## config.mk

```make
export PLATFORM = sky130hd
export DESIGN_NAME = sysreg_wr_arb0
export DESIGN_NICKNAME = d
export VERILOG_FILES = /design/src/rtl/sysreg_wr_arb0_pkg.sv /design/src/rtl/sysreg_pkt_fifo0.sv /design/src/rtl/sysreg_wr_arb0.sv
export SDC_FILE = /design/constraint.sdc
export NUM_CORES = 1
export LEC_CHECK = 0
export BUFFER_PORTS_ARGS = -buffer_cell sky130_fd_sc_hd__buf_2
export CAP_MARGIN = 40
export CORE_UTILIZATION = 51
export CTS_CLUSTER_SIZE = 28
export DETAILED_ROUTE_END_ITERATION = 8
export PLACE_DENSITY_LB_ADDON = 0.1
export SYNTH_ARGS = -nofsm -noshare
export SYNTH_HDL_FRONTEND = slang
export SYNTH_HIERARCHICAL = 1
export SYNTH_SLANG_ARGS = --single-unit
```

## constraint.sdc

```tcl
create_clock -name clk_i_sa0 -period 3.9 [get_ports clk_i_sa0]
set_input_delay 0.39 -clock clk_i_sa0 [delete_from_list [all_inputs] [get_ports clk_i_sa0]]
set_output_delay 0.39 -clock clk_i_sa0 [all_outputs]
set_load 0.03 [all_outputs]
```

## src/rtl/sysreg_wr_arb0_pkg.sv

```systemverilog
// Shared definitions for the system register write-port arbiter.
package sysreg_wr_arb0_pkg;

   localparam int SYSREG_NUM_W = 3;
   localparam int SYSREG_CNT   = 8;
   localparam logic [2:0] SYSREG_MOD_SEL = 3'b101;

   // Which requester owns the write port this cycle
   typedef enum logic [1:0] {
      GNT_NONE = 2'd0,
      GNT_INS  = 2'd1,
      GNT_CTRL = 2'd2
   } grant_e;

   // Register number to one-hot write-enable vector (bit n for register n)
   function automatic logic [SYSREG_CNT-1:0] sysreg_onehot(input logic [SYSREG_NUM_W-1:0] num);
      logic [SYSREG_CNT-1:0] vec;
      vec      = '0;
      vec[num] = 1'b1;
      return vec;
   endfunction

endpackage

```

## src/rtl/sysreg_pkt_fifo0.sv

```systemverilog
// Small synchronous FIFO buffering control-packet sysreg writes.
module sysreg_pkt_fifo0 #(
   parameter int DEPTH = 4,
   parameter int W     = 35
) (
   input  logic                     clk,
   input  logic                     rst,
   input  logic                     push,
   input  logic                     pop,
   input  logic [W-1:0]             wdata,
   output logic [W-1:0]             head,
   output logic                     full,
   output logic                     empty,
   output logic [$clog2(DEPTH):0]   count
);

   localparam int AW = $clog2(DEPTH);
   localparam int CW = AW + 1;

   logic [W-1:0]  mem [DEPTH];
   logic [AW-1:0] wptr;
   logic [AW-1:0] rptr;
   logic          do_push;
   logic          do_pop;

   assign full    = (count == CW'(DEPTH));
   assign empty   = (count == '0);
   assign do_push = push & ~full;
   assign do_pop  = pop & ~empty;
   assign head    = mem[rptr];

   // Pointers wrap naturally; count tracks occupancy and is unchanged on push+pop
   always_ff @(posedge clk) begin
      if (rst) begin
         wptr  <= '0;
         rptr  <= '0;
         count <= '0;
      end else begin
         if (do_push) wptr <= wptr + 1'b1;
         if (do_pop)  rptr <= rptr + 1'b1;
         case ({do_push, do_pop})
            2'b10:   count <= count + 1'b1;
            2'b01:   count <= count - 1'b1;
            default: count <= count;
         endcase
      end
   end

   // Storage needs no reset; entries only become visible through the pointers
   always_ff @(posedge clk) begin
      if (do_push && !rst) mem[wptr] <= wdata;
   end

endmodule

```

## src/rtl/sysreg_wr_arb0.sv

```systemverilog
// Arbitrates control-packet writes and sysreg instructions onto the single
// system register write port and registers the committed write.
module sysreg_wr_arb0
   import sysreg_wr_arb0_pkg::*;
#(
   parameter int DEPTH = 4,
   parameter int DW    = 32
) (
   input  logic                    clk_i_sa0,
   input  logic                    rst_i_sa0,
   input  logic                    ctrl_req_i_sa0,
   input  logic [SYSREG_NUM_W-1:0] ctrl_num_i_sa0,
   input  logic [DW-1:0]           ctrl_data_i_sa0,
   output logic                    ctrl_full_o_sa0,
   input  logic                    ins_req_i_sa0,
   input  logic [SYSREG_NUM_W-1:0] ins_num_i_sa0,
   input  logic [DW-1:0]           ins_data_i_sa0,
   output logic                    ins_stall_o_sa0,
   output logic [SYSREG_CNT-1:0]   sysreg_wen_vctr_o_sa0,
   output logic [DW-1:0]           sysreg_wdata_o_sa0,
   output logic                    sysreg_w_terminate_o_sa0
);

   localparam int EW = SYSREG_NUM_W + DW;
   localparam int CW = $clog2(DEPTH) + 1;

   logic [EW-1:0]           fifo_head;
   logic                    fifo_full;
   logic                    fifo_empty;
   logic [CW-1:0]           fifo_count;
   logic [SYSREG_NUM_W-1:0] head_num;
   logic [DW-1:0]           head_data;
   logic                    head_valid;
   logic                    fifo_at_cap;
   logic                    contended;
   logic                    last_ctrl;
   logic                    ctrl_grant;
   logic                    ins_grant;
   grant_e                  grant;

   sysreg_pkt_fifo0 #(
      .DEPTH (DEPTH),
      .W     (EW)
   ) u_fifo (
      .clk   (clk_i_sa0),
      .rst   (rst_i_sa0),
      .push  (ctrl_req_i_sa0),
      .pop   (ctrl_grant),
      .wdata ({ctrl_num_i_sa0, ctrl_data_i_sa0}),
      .head  (fifo_head),
      .full  (fifo_full),
      .empty (fifo_empty),
      .count (fifo_count)
   );

   // Head validity comes from registered state, so a packet arriving into an
   // empty FIFO is never granted in its arrival cycle
   assign head_num        = fifo_head[EW-1:DW];
   assign head_data       = fifo_head[DW-1:0];
   assign head_valid      = ~fifo_empty;
   assign fifo_at_cap     = (fifo_count == CW'(DEPTH));
   assign contended       = head_valid & ins_req_i_sa0;
   assign ctrl_full_o_sa0 = fifo_full;
   assign ctrl_grant      = (grant == GNT_CTRL);
   assign ins_grant       = (grant == GNT_INS);
   assign ins_stall_o_sa0 = ins_req_i_sa0 & ~ins_grant;

   // Full FIFO always drains first; otherwise alternate under contention
   always_comb begin
      grant = GNT_NONE;
      if (contended) begin
         if (fifo_at_cap || !last_ctrl) grant = GNT_CTRL;
         else                           grant = GNT_INS;
      end else if (head_valid) begin
         grant = GNT_CTRL;
      end else if (ins_req_i_sa0) begin
         grant = GNT_INS;
      end
   end

   // Commit the granted write one cycle later and remember who won a contest
   always_ff @(posedge clk_i_sa0) begin
      if (rst_i_sa0) begin
         sysreg_wen_vctr_o_sa0    <= '0;
         sysreg_wdata_o_sa0       <= '0;
         sysreg_w_terminate_o_sa0 <= 1'b0;
         last_ctrl                <= 1'b1;
      end else begin
         sysreg_w_terminate_o_sa0 <= ctrl_grant;
         sysreg_wen_vctr_o_sa0    <= '0;
         case (grant)
            GNT_CTRL: begin
               sysreg_wen_vctr_o_sa0 <= sysreg_onehot(head_num);
               sysreg_wdata_o_sa0    <= head_data;
            end
            GNT_INS: begin
               sysreg_wen_vctr_o_sa0 <= sysreg_onehot(ins_num_i_sa0);
               sysreg_wdata_o_sa0    <= ins_data_i_sa0;
            end
            default: begin
            end
         endcase
         if (contended) last_ctrl <= ctrl_grant;
      end
   end

endmodule
```

# [After elaboration in Yosys (flattened, before gate mapping)]
# Memory sizes are Yosys's and may differ from the RTL's. A register that Yosys moved wholly into a read port is not among the register bits.
# Cells that the tools add are included.
# Widths: inputs -> output; s select.
[totals] reg_bits=49 n_memories=1 elab_cells=52 ramBits=140 latch_bits=0 out_inout_bits=43 rom_bits=0 in_bits=74
[memory_table] memory="u_fifo.mem" depth=4 word_bits=35 rd=1 rd_ports_with_merged_regs=1 write_ports=1 line_no="sysreg_pkt_fifo0.sv:20" rtl="logic [W-1:0] mem [DEPTH];"
[classes] n_mul=0 add_sub_neg=4 n_eq_ne=5 reduce_logical=9 bitwise_logic=7 n_mux=15 n_div=0 magnitude_cmp=4 shifts=0
[ops] operator="$pmux 32 s2" count=1
[ops] operator="$pmux 8 s2" count=1
[ops] operator="$mux 2" count=5
[ops] operator="$lt 3x4->1 const B" count=2
[ops] operator="$demux 1 s3" count=2
[ops] operator="$ge 3x1->1 const B" count=2
[ops] operator="$pmux 3 s2" count=1
[ops] operator="$mux 1" count=5
[ops] operator="$add 2x1->2 const B" count=2
[ops] operator="$and 1x1->1" count=4
[ops] operator="$eq 2x1->1 const B" count=2
[ops] operator="$eq 2x2->1 const B" count=2
[ops] operator="$reduce_bool 2->1" count=2
[ops] operator="$add 3x1->3 const B" count=1
[ops] operator="$eq 3x3->1 const B" count=1
[ops] operator="$logic_and 1x1->1" count=3
[ops] operator="$logic_not 3->1" count=1
[ops] operator="$not 1->1" count=3
[ops] operator="$sub 3x1->3 const B" count=1
[ops] operator="$logic_not 1->1" count=2
[ops] operator="$logic_or 1x1->1" count=1

# [Logic depth before layout (Yosys ltp)]
# Gate-level depths: netlist of run 1.
[depth] depth_word=8 ltp_mapped=12 ltp_nobuf=12

# [By module]
# Netlist of run 1, hierarchy kept.
[modules_own_cells] module="sysreg_pkt_fifo0" seq_area_each_um2=4384.2 area_per_inst_um2=5589.1 cells_per_inst=237 n_inst=1
[modules_own_cells] module="sysreg_wr_arb0" seq_area_each_um2=840.8 area_per_inst_um2=2023.2 cells_per_inst=194 n_inst=1

# [Worst setup path after synthesis of run 1]
# No wires, ideal clock.
[synth_path] path_kind="register to register" startpoint="register u_fifo.count[0]" endpoint="memory u_fifo.mem[1][0] (enable)" path_stages_with_launch=5 path_slack_ns=-0.050 synth_period_minus_slack_ns=3.950 path_buffers=1 required_ns=3.422 setup_time_ns=0.478 t_arrival_ns=3.471 path_cell_list="dfxtp_1 -> nor3b_2 -> nand2b_1 -> buf_4 -> nor3b_1"
[synth_via] elab_chain_cells=6
[synth_rtl] element="start: declaration" line_no="sysreg_pkt_fifo0.sv:14" rtl="output logic [$clog2(DEPTH):0] count"
[synth_rtl] element="start signal: assignment" line_no="sysreg_pkt_fifo0.sv:42" rtl="2'b10: count <= count + 1'b1;"
[synth_rtl] element="start signal: assignment" line_no="sysreg_pkt_fifo0.sv:43" rtl="2'b01: count <= count - 1'b1;"
[synth_rtl] element="start signal: assignment" line_no="sysreg_pkt_fifo0.sv:44" rtl="default: count <= count;"
[synth_rtl] element="$eq 3x3->1" line_no="sysreg_pkt_fifo0.sv:26" rtl="assign full = (count == CW'(DEPTH));"
[synth_rtl] element="via ctrl_full_o_sa0" line_no="sysreg_wr_arb0.sv:14" rtl="output logic ctrl_full_o_sa0,"
[synth_rtl] element="$not 1->1" line_no="sysreg_pkt_fifo0.sv:28" rtl="assign do_push = push & ~full;"
[synth_rtl] element="$and 1x1->1" line_no="sysreg_pkt_fifo0.sv:28"
[synth_rtl] element="$logic_and 1x1->1" line_no="sysreg_pkt_fifo0.sv:51" rtl="if (do_push && !rst) mem[wptr] <= wdata;"
[synth_rtl] element="$mux 1" line_no="sysreg_pkt_fifo0.sv:51"
[synth_rtl] element="$mux 1 (implied by the code)" line_no="sysreg_pkt_fifo0.sv:51"
[synth_rtl] element="end: declaration" line_no="sysreg_pkt_fifo0.sv:20"
# The timed path passes the listed nets, and every way through them passes these cells.

# [Final worst setup path of run 1]
[layout_path] startpoint="register u_fifo.count[1]" endpoint="register u_fifo.count[2]"
[layout_via] elab_chain_cells=8 word_cells_on_any_way=18 classes_between="add/sub: 2; eq/ne: 4; mux: 4; bitwise: 5; reduce/logical: 3"
[layout_rtl] element="$logic_not 3->1 (*)" line_no="sysreg_pkt_fifo0.sv:27" rtl="assign empty = (count == '0);"
[layout_rtl] element="via fifo_empty" line_no="sysreg_wr_arb0.sv:29" rtl="logic fifo_empty;"
[layout_rtl] element="$not 1->1" line_no="sysreg_wr_arb0.sv:60" rtl="assign head_valid = ~fifo_empty;"
[layout_rtl] element="$and 1x1->1" line_no="sysreg_wr_arb0.sv:62" rtl="assign contended = head_valid & ins_req_i_sa0;"
[layout_rtl] element="$mux 2 (*)" line_no="sysreg_wr_arb0.sv:71" rtl="if (contended) begin"
[layout_rtl] element="$eq 2x2->1 (*)" line_no="sysreg_wr_arb0.sv:64" rtl="assign ctrl_grant = (grant == GNT_CTRL);"
[layout_rtl] element="via ctrl_grant" line_no="sysreg_wr_arb0.sv:37" rtl="logic ctrl_grant;"
[layout_rtl] element="$and 1x1->1 (*)" line_no="sysreg_pkt_fifo0.sv:29" rtl="assign do_pop = pop & ~empty;"
[layout_rtl] element="via u_fifo.do_pop" line_no="sysreg_pkt_fifo0.sv:24" rtl="logic do_pop;"
[layout_rtl] element="$eq 2x1->1 or $eq 2x2->1 (tied branches)" line_no="sysreg_pkt_fifo0.sv:41" rtl="case ({do_push, do_pop})"
[layout_rtl] element="$pmux 3 s2 or $reduce_bool 2->1 (tied branches)"
# The timed path passes the listed nets; every way through them passes the cells marked *.
# A chain may end at the register's enable or synchronous reset.

==> impl_metrics.json, run 1 <==
{
  "worstPathRequired_ps": 4250,
  "area_delta_synth_final_pct": 17.26,
  "port_buffers": 116,
  "start_util_pct": 52.38,
  "timing.final.ws_setup_ps": 621.9,
  "power.total_mw": 5.069,
  "synthTopCellsByArea": "edfxtp_1, dfxtp_1, mux4_2",
  "crit_start": "u_fifo/count[1]$_SDFFE_PP0P_",
  "power_frac_comb_pct": 19.2,
  "synth_area_um2": 7612,
  "rsz0062_at_grt": "no",
  "final_util_pct": 61.42,
  "dp_slack_ps": 634.8,
  "first_iter_violations": 240,
  "clkSlewWorstSetupHoldPaths_ps": 60,
  "setup_viol": 0,
  "cts_setup_buffers": 0,
  "fin_skew_ps": 7.607,
  "hold_viol_final": 0,
  "timing.fmax_ghz": 0.3051,
  "first_pass_iters": 5,
  "wl_per_cell_um": 19.66,
  "postCtsHoldBufs": 0,
  "status": "finished clean",
  "async_reset_ff_share_pct": 0,
  "dp_hpwl_um": 9131,
  "cts_buffers": 17,
  "swShare_pct": 26.80,
  "power.density_nw_per_um2": 567.9,
  "placed_cells": 716,
  "core_area_um2": 14530,
  "min_path_type": "in2reg",
  "ios": 117,
  "design_area_um2": 8926,
  "ys_seq_elements": 191,
  "grt_pass1_wl_um": 22600,
  "grt_pass1_vias": 4209,
  "yosysMostFrequentCell": "edfxtp_1",
  "power.leakage_nw": 3.218,
  "cts_root_buffer": "clkbuf_16",
  "final_nets": 634,
  "cp.arrival_ps": 3630,
  "p_seq_share_pct": 47.5,
  "fin_crit_ps": 3278,
  "antenna_cells": 0,
  "syn_nets": 514,
  "wl_um": 14700,
  "grt_antenna_before_repair": 2,
  "htreeDepth": 4,
  "yosys.cell_types.count": 39,
  "yosys.area.top_type": "edfxtp_1",
  "max-vdd-ir-drop_uv": 365.8,
  "die-height_um": 124.2,
  "r2r-start": "u_fifo/count[1]$_SDFFE_PP0P_",
  "synth_edf_count": 140,
  "track_usage_pct": 20.72,
  "synth_area_per_cell_um2": 17.66,
  "die_w_um": 124.2,
  "slew_violations": 0,
  "critPathMaxFanout": 12,
  "worst_path_largest_cell_delay_ps": 570,
  "layout-drive-gt1-share_pct": 33.51,
  "worst_path_max_delay_cell": "or4b_1",
  "max-cap-violations": 0,
  "cts_resized": 0,
  "fin_cells": 748,
  "maxSlewHeadroom_pct": 49.83,
  "vias": 4188,
  "crit_path_end_kind": "flip-flop",
  "p_int_mw": 3.710,
  "crit_chain": "nor3_1 -> or4b_1 -> o211ai_1 -> ha_1 -> o31ai_1 -> inv_1 -> ha_1 -> inv_1 -> fa_1 -> xor2_1 -> or3_1 -> a21oi_1",
  "netlist.area_leader.share_pct": 55.23,
  "hold_start": "ctrl_data_i_sa0[28]",
  "overflow": 0,
  "clock_path_buffers": 2,
  "p_switching_mw": 1.359,
  "routed_via_density": 5.599,
  "rows": 44,
  "synthFlopType": "edfxtp_1",
  "antenna_left": 0,
  "dieArea_um2": 15420,
  "worst_pin_slew_ps": 746.9,
  "drc": 0,
  "yosysWarnings": 6,
  "worst-setup-path-type": "reg2reg",
  "post_dp_cell_area_um2": 8359,
  "synth_common_cells": "edfxtp_1, dfxtp_1, nor2b_1",
  "cts_sinks": 191,
  "clock_power_share_pct": 33.3,
  "place_congestion": 0.8036,
  "startpoint_type": "flip-flop",
  "yosysSeqAreaShare_pct": 68.64,
  "finalCritPeriodShare_pct": 84.05,
  "cts_tree": "built",
  "grt_start_max_net_pins": 36,
  "clock_latency_ps": 420,
  "netlist_instances": 431
}
layout by cell type (no fill, tap or decap), drive strengths merged, types with 2 or more instances in the layout:
cell / count
or3: 3
a21oi: 12
nand4b: 6
nor2: 5
edfxtp: 140
clkbuf: 24
bufinv: 3
nor3b: 5
a211oi: 32
clkinv: 5
mux4: 35
nand4bb: 6
xor2: 3
nand2b: 4
mux2i: 33
o21ai: 3
inv: 8
or4b: 3
dfxtp: 51
nor2b: 34
nand4: 2
ha: 8
buf: 127
worst max-delay path: cells and delay by family, from the launching register on:
family / cells / cell delay, ps
flops: 1 / 450
compound gates: 3 / 450
buf+inv: 2 / 150
simple gates: 3 / 1060
fa+ha+maj: 3 / 940
xor+xnor: 1 / 160
through the flow:
stage	hold WS, ps	setup TNS [ps]
global placement	485.2	0
CTS	154.2	0
floorplan	459.1	-6548
detailed placement	479.7	0
global route	160.1	0
finish	176.3	0
sequential cells by signal (all words and copies together) (netlist names), named ones only:
signal / cells
sysreg_wdata_o_sa0: 32
sysreg_wen_vctr_o_sa0: 8
last_ctrl: 1
u_fifo/count: 3
u_fifo/rptr: 2
sysreg_w_terminate_o_sa0: 1
u_fifo/wptr: 2
u_fifo/mem: 140
power by group through the flow:
stage	clock, mW	combinational, mW	sequential, mW
3_3_place_gp	0	0.959	2.44
6_report	1.69	0.974	2.41
4_1_cts	1.71	0.985	2.41
5_1_grt	1.80	1.05	2.43
3_5_place_dp	0	0.979	2.45
2_1_floorplan	0	0.514	2.63
cell type report:
type	count	area, um2
clock buffer	24	451.7
fill	1102	5608
clock inverter	8	115.1
tap	184	230.2
multi-input combinational	206	2183
inverter	8	30.03
sequential	191	5228
timing repair buffer	127	688.2
final timing paths:
check / end / slack [ps] / cells past startpoint
setup / recovery: u_fifo/count[2]$_SDFFE_PP0P_ / 620 / 12
hold / removal: u_fifo/mem[3][28]$_DFFE_PP_ / 180 / 1
setup reg to reg: u_fifo/count[2]$_SDFFE_PP0P_ / 620 / 12
hold reg to reg: flip-flop / 490 / 2
metal layers:
metal	global-route usage (%)	part of all wire, %	vias up
met5	0	0.21	-
met4	6.622	1.7	4
met3	6.960	5.9	22
met2	34.53	49	116
met1	25.41	43	2100
li1	-	-	1946
cells by family after synthesis:
family          count (synthesis)  share of synthesized area (%)
fa+ha+maj                       9                          1.578
flops                         191                          68.64
buf+inv                        34                          2.975
compound gates                 53                          4.783
xor+xnor                        3                         0.3452
mux                            68                          14.94
simple gates                   73                          6.739
(Power assumes the default switching activity.)
==> run 2, diff against run 1 <==
==> constraint.sdc (replaced) <==
create_clock -name clk_i_sa0 -period 3 [get_ports clk_i_sa0]
set_input_delay 0.3 -clock clk_i_sa0 [delete_from_list [all_inputs] [get_ports clk_i_sa0]]
set_output_delay 0.3 -clock clk_i_sa0 [all_outputs]
set_load 0.03 [all_outputs]
==> run 2 against run 1 <==
Sequential cell count unchanged. Worst hold slack got worse by 91 ps. Sequential share of layout area decreased by 0.26 points. Global-route usage increased by 0.14 points. Critical path depth unchanged. Fmax increased by 16%. Setup slack got worse by 450 ps. Via count increased by 0.41%. Register-to-register slack got worse by 450 ps. Cell area increased by 0.49%. Clock power increased by 34%. Power increased by 31%. Critical endpoint unchanged.
==> impl_metrics.json, run 2 (synthesis results as in run 1) <==
{
  "grt_antenna_before_repair": 2,
  "die-height_um": 124.2,
  "hold_viol_final": 0,
  "max-cap-violations": 0,
  "track_usage_pct": 20.86,
  "fin_tns_setup_ps": 0,
  "antenna_left": 0,
  "cts_sinks": 191,
  "crit_start": "u_fifo/count[2]$_SDFFE_PP0P_",
  "r2r_slack_ps": 170,
  "final_nets": 637,
  "vias": 4205,
  "regMostFlops": "u_fifo/mem",
  "rsz0062_at_grt": "no",
  "setup_viol": 0,
  "htreeDepth": 4,
  "startpoint_type": "flip-flop",
  "clock_latency_ps": 430,
  "maxSlewHeadroom_pct": 58.29,
  "grt_pass1_wl_um": 22690,
  "start_util_pct": 52.38,
  "area_delta_synth_final_pct": 17.83,
  "clock_path_buffers": 2,
  "overflow": 0,
  "first_iter_violations": 279,
  "ios": 117,
  "status": "finished clean",
  "rows": 44,
  "grt_start_max_net_pins": 36,
  "cts_buffers": 17,
  "finalCritPeriodShare_pct": 94.18,
  "wl_um": 14880,
  "final_cell_mix": "edfxtp_1, buf_2, dfxtp_1",
  "grt_pass1_vias": 4243,
  "largest_register_ffs": 140,
  "min_path_type": "in2reg",
  "first_pass_iters": 5,
  "postCtsHoldBufs": 0,
  "core_area_um2": 14530,
  "timing.fmax_ghz": 0.3539,
  "worstPathRequired_ps": 3350,
  "worst-r2r-cell-count": 12,
  "crit_path_end_kind": "flip-flop",
  "fin_skew_ps": 11.96,
  "port_buffers": 116,
  "die_w_um": 124.2,
  "fin_cells": 752,
  "r2r-start": "u_fifo/count[2]$_SDFFE_PP0P_",
  "dieArea_um2": 15420,
  "cts_root_buffer": "clkbuf_16",
  "power.total_mw": 6.663,
  "drc": 0,
  "power.leakage_nw": 3.246,
  "routed_via_density": 5.592,
  "power.density_nw_per_um2": 742.8,
  "cts_tree": "built",
  "place_congestion": 0.7619,
  "wl_per_cell_um": 19.79,
  "crit_path_end": "u_fifo/count[2]$_SDFFE_PP0P_",
  "max-vdd-ir-drop_uv": 463.3,
  "placed_cells": 719,
  "r2r-end": "u_fifo/count[2]$_SDFFE_PP0P_",
  "critPathMaxFanout": 7,
  "reg.largest.list": "u_fifo/mem: 140 flops, sysreg_wdata_o_sa0: 32 flops, sysreg_wen_vctr_o_sa0: 8 flops",
  "dp_hpwl_um": 9166,
  "fin_crit_ps": 2825,
  "worst_pin_slew_ps": 625.6,
  "worst-setup-path-type": "reg2reg",
  "clkSlewWorstSetupHoldPaths_ps": 60,
  "cp.arrival_ps": 3180,
  "final_common_cell": "edfxtp_1",
  "layout-drive-gt1-share_pct": 35.10,
  "slew_violations": 0
}
run 2: changes by cell type in the layout (fill, tap and decap cells not counted), moves of 2 or more:
cell | previous run | this run
buf_12 | 2 | 0
buf_4 | 9 | 13
clkbuf_1 | 7 | 3
clkinv_2 | 1 | 3
dfxtp_1 | 49 | 47
dfxtp_2 | 2 | 4
inv_6 | 0 | 2
run 2: where the power goes:
group          internal, mW  total, mW  switching (mW)
Sequential             3.03       3.13           0.101
Combinational         0.493       1.26           0.772
Clock                  1.33       2.27           0.936
run 2: metal layers:
metal  wire length (um)  GRT usage [%]
met3                820          5.723
met5                  8              0
met2               7347          34.32
met1               6472          26.30
met4                229          8.036
run 2: layout make-up:
class / instances / area [um2]
fill: 1123 / 5564
clock buffer: 21 / 450.4
tap: 184 / 230.2
timing repair buffer: 130 / 705.7
sequential: 191 / 5230
clock inverter: 11 / 137.6
inverter: 8 / 30.03
multi-input combinational: 206 / 2183
antenna: 1 / 2.502
run 2: through the flow:
step                hold WS (ps)  area (um2)  setup slack [ps]  util (%)
finish                     84.83        8970             174.7     61.72
detailed placement         486.7        8377             125.8     57.64
global placement           463.9        8349             243.3     57.45
CTS                        66.24        8965             88.97     61.68
global route               62.66        8970             1.861     61.72
floorplan                  398.9        7612            -949.6         -
run 2: critical path, cell delays in order, from the launching register on:
cell	delay, ps
dfxtp_1	400
nor3_1	90
or4b_1	550
o211ai_1	110
ha_1	200
o31ai_1	110
inv_1	70
ha_1	180
inv_1	60
fa_1	370
xor2_1	170
or3_1	310
a21oi_1	150
run 2: worst min path at each step:
stage                                      from                     endpoint  slack, ps  depth (start not counted)
detailed placement  u_fifo/rptr[1]$_SDFFE_PP0P_                    flip-flop        490                          2
global route                ctrl_data_i_sa0[27]  u_fifo/mem[3][27]$_DFFE_PP_         60                          1
finish                        ctrl_num_i_sa0[0]  u_fifo/mem[1][32]$_DFFE_PP_         80                          1
CTS                          ctrl_data_i_sa0[6]   u_fifo/mem[1][6]$_DFFE_PP_         70                          1
floorplan                    ctrl_data_i_sa0[0]   u_fifo/mem[0][0]$_DFFE_PP_        400                          0
global placement    u_fifo/rptr[1]$_SDFFE_PP0P_                    flip-flop        460                          2
run 2: timing repair:
| action | 4_1_cts | 5_1_grt |
|---|---|---|
| setup endpoints to repair | 0 | 4 |
| resized for setup | 0 | 2 |
| setup buffers | 0 | 0 |
==> run 3, diff against run 2 <==
--- a/config.mk
+++ b/config.mk
@@ -7,7 +7,7 @@
 export LEC_CHECK = 0
 export BUFFER_PORTS_ARGS = -buffer_cell sky130_fd_sc_hd__buf_2
 export CAP_MARGIN = 40
-export CORE_UTILIZATION = 51
+export CORE_UTILIZATION = 43
 export CTS_CLUSTER_SIZE = 28
 export DETAILED_ROUTE_END_ITERATION = 8
 export PLACE_DENSITY_LB_ADDON = 0.1
==> run 3 against run 2 <==
Fmax rose by 0.69%. Global-route usage fell by 3.3 points. Register-to-register slack improved by 20 ps. Critical path type unchanged. Highest routed layer is now met4.
==> impl_metrics.json, run 3 (synthesis results as in run 1) <==
{
  "status": "finished clean",
  "first_pass_iters": 4,
  "critPathMaxFanout": 7,
  "die-height_um": 135.1,
  "layout-drive-gt1-share_pct": 35.38,
  "grt_pass1_wl_um": 23140,
  "n_fill_cell": 1444,
  "antenna_left": 0,
  "power.total_mw": 6.536,
  "worstPathRequired_ps": 3340,
  "regMostFlops": "u_fifo/mem",
  "wl_um": 15010,
  "port_buffers": 116,
  "die_w_um": 135.1,
  "track_usage_pct": 17.59,
  "routed_via_density": 5.204,
  "swShare_pct": 27.14,
  "rsz0062_at_grt": "no",
  "max-cap-violations": 0,
  "final_nets": 641,
  "rows": 48,
  "largest_register_ffs": 140,
  "cts_tree": "built",
  "worst_pin_slew_ps": 683.8,
  "grt_antenna_before_repair": 2,
  "wl_per_cell_um": 18.81,
  "clock_power_share_pct": 32.5,
  "setup_viol": 0,
  "place_congestion": 0.7484,
  "cts_setup_buffers": 0,
  "timing.final.ws_setup_ps": 194.1,
  "start_util_pct": 44.01,
  "reg.largest.list": "u_fifo/mem: 140 flops, sysreg_wdata_o_sa0: 32 flops, sysreg_wen_vctr_o_sa0: 8 flops",
  "cp.arrival_ps": 3140,
  "fin_crit_ps": 2806,
  "grt_start_max_net_pins": 48,
  "max-vdd-ir-drop_uv": 434.0,
  "overflow": 0,
  "power.leakage_nw": 3.246,
  "timing.fmax_ghz": 0.3564,
  "p_switching_mw": 1.774,
  "multi_input_comb_area_um2": 2183,
  "maxSlewHeadroom_pct": 54.41,
  "clock_latency_ps": 420,
  "dp_hpwl_um": 9603,
  "dieArea_um2": 18240,
  "slew_violations": 0,
  "seqCellArea_um2": 5231,
  "core_area_um2": 17300,
  "area_delta_synth_final_pct": 18.67,
  "min_path_type": "in2reg",
  "power.density_nw_per_um2": 723.5,
  "startpoint_type": "flip-flop",
  "clkSlewWorstSetupHoldPaths_ps": 60,
  "finalCritPeriodShare_pct": 93.53,
  "crit_path_end_kind": "flip-flop",
  "vias": 4153,
  "clock_path_buffers": 2,
  "drc": 0,
  "first_iter_violations": 220,
  "dp_slack_ps": 126.9,
  "ios": 117,
  "cts_sinks": 191,
  "hold_viol_final": 0,
  "worst-setup-path-type": "reg2reg",
  "htreeDepth": 4,
  "grt_pass1_vias": 4268,
  "fin_skew_ps": 7.232,
  "cts_buffers": 17,
  "power_frac_comb_pct": 19.8,
  "p_seq_share_pct": 47.7,
  "final_cell_mix": "edfxtp_1, buf_2, dfxtp_1",
  "cts_root_buffer": "clkbuf_16",
  "final_common_cell": "edfxtp_1",
  "p_int_mw": 4.762
}
==> run 3: changes by cell type in the layout (fill, tap and decap cells not counted), moves of 2 or more <==
cell      before  now
clkinv_4       0    2
buf_12         0    2
clkbuf_1       3    5
clkinv_2       3    1
buf_4         13   15
==> run 3: worst paths after layout <==
path / slack (ps) / cells past startpoint / from / end
max: 190 / 12 / u_fifo/count[0]$_SDFFE_PP0P_ / u_fifo/count[2]$_SDFFE_PP0P_
min: 90 / 1 / ctrl_data_i_sa0[16] / u_fifo/mem[0][16]$_DFFE_PP_
max reg2reg: 190 / 12 / u_fifo/count[0]$_SDFFE_PP0P_ / u_fifo/count[2]$_SDFFE_PP0P_
min reg2reg: 490 / 2 / u_fifo/rptr[1]$_SDFFE_PP0P_ / flip-flop
==> run 3: power groups by stage <==
stage / Combinational (mW) / Clock, mW / Sequential (mW)
after floorplan: 0.668 / 0 / 3.42
after global placement: 1.28 / 0 / 3.16
after detailed placement: 1.32 / 0 / 3.17
after CTS: 1.32 / 2.19 / 3.12
after global routing: 1.40 / 2.28 / 3.14
final: 1.29 / 2.13 / 3.12
==> run 3: per-layer routing <==
metal / GRT usage [%] / wire [um]
met1: 22.01 / 6541
met2: 29.52 / 7564
met3: 4.505 / 723
met4: 6.367 / 185
met5: 0 / 0
==> run 3: timing repair <==
item                                    4_1_cts  5_1_grt
hold buffers                                  0        0
resized for setup                             0        3
endpoints found under the setup margin        0        1
==> run 3: final cells by class <==
| cell class | count | share of cell area (%) |
|---|---|---|
| flip-flops and latches | 191 | 57.91 |
| inverters | 8 | 0.3324 |
| well taps | 225 | 3.116 |
| clock inverters | 10 | 1.260 |
| clock buffers | 22 | 4.917 |
| repair buffers | 134 | 8.241 |
| multi-input cells | 206 | 24.17 |
| diodes | 2 | 0.05540 |
==> run 3: critical path: stages, from the launching register on <==
cell      delay (ps)
dfxtp_2          390
nor3_1            80
or4b_1           550
o211ai_1         110
ha_1             190
o31ai_1          110
inv_1             70
ha_1             170
inv_1             60
fa_1             370
xor2_1           160
or3_1            310
a21oi_1          170
==> run 3: through the flow <==
| stage | cells | util, % | hold slack [ps] | instance area [um2] | setup TNS, ps |
|---|---|---|---|---|---|
| floorplan | 431 | - | 398.9 | 7612 | -132550 |
| global placement | 763 | 48.89 | 465.9 | 8456 | 0 |
| detailed placement | 764 | 48.95 | 482.9 | 8467 | 0 |
| CTS | 796 | 52.18 | 69.09 | 9025 | 0 |
| global route | 796 | 52.20 | 69.16 | 9029 | 0 |
| finish | 798 | 52.23 | 88.84 | 9034 | 0 |
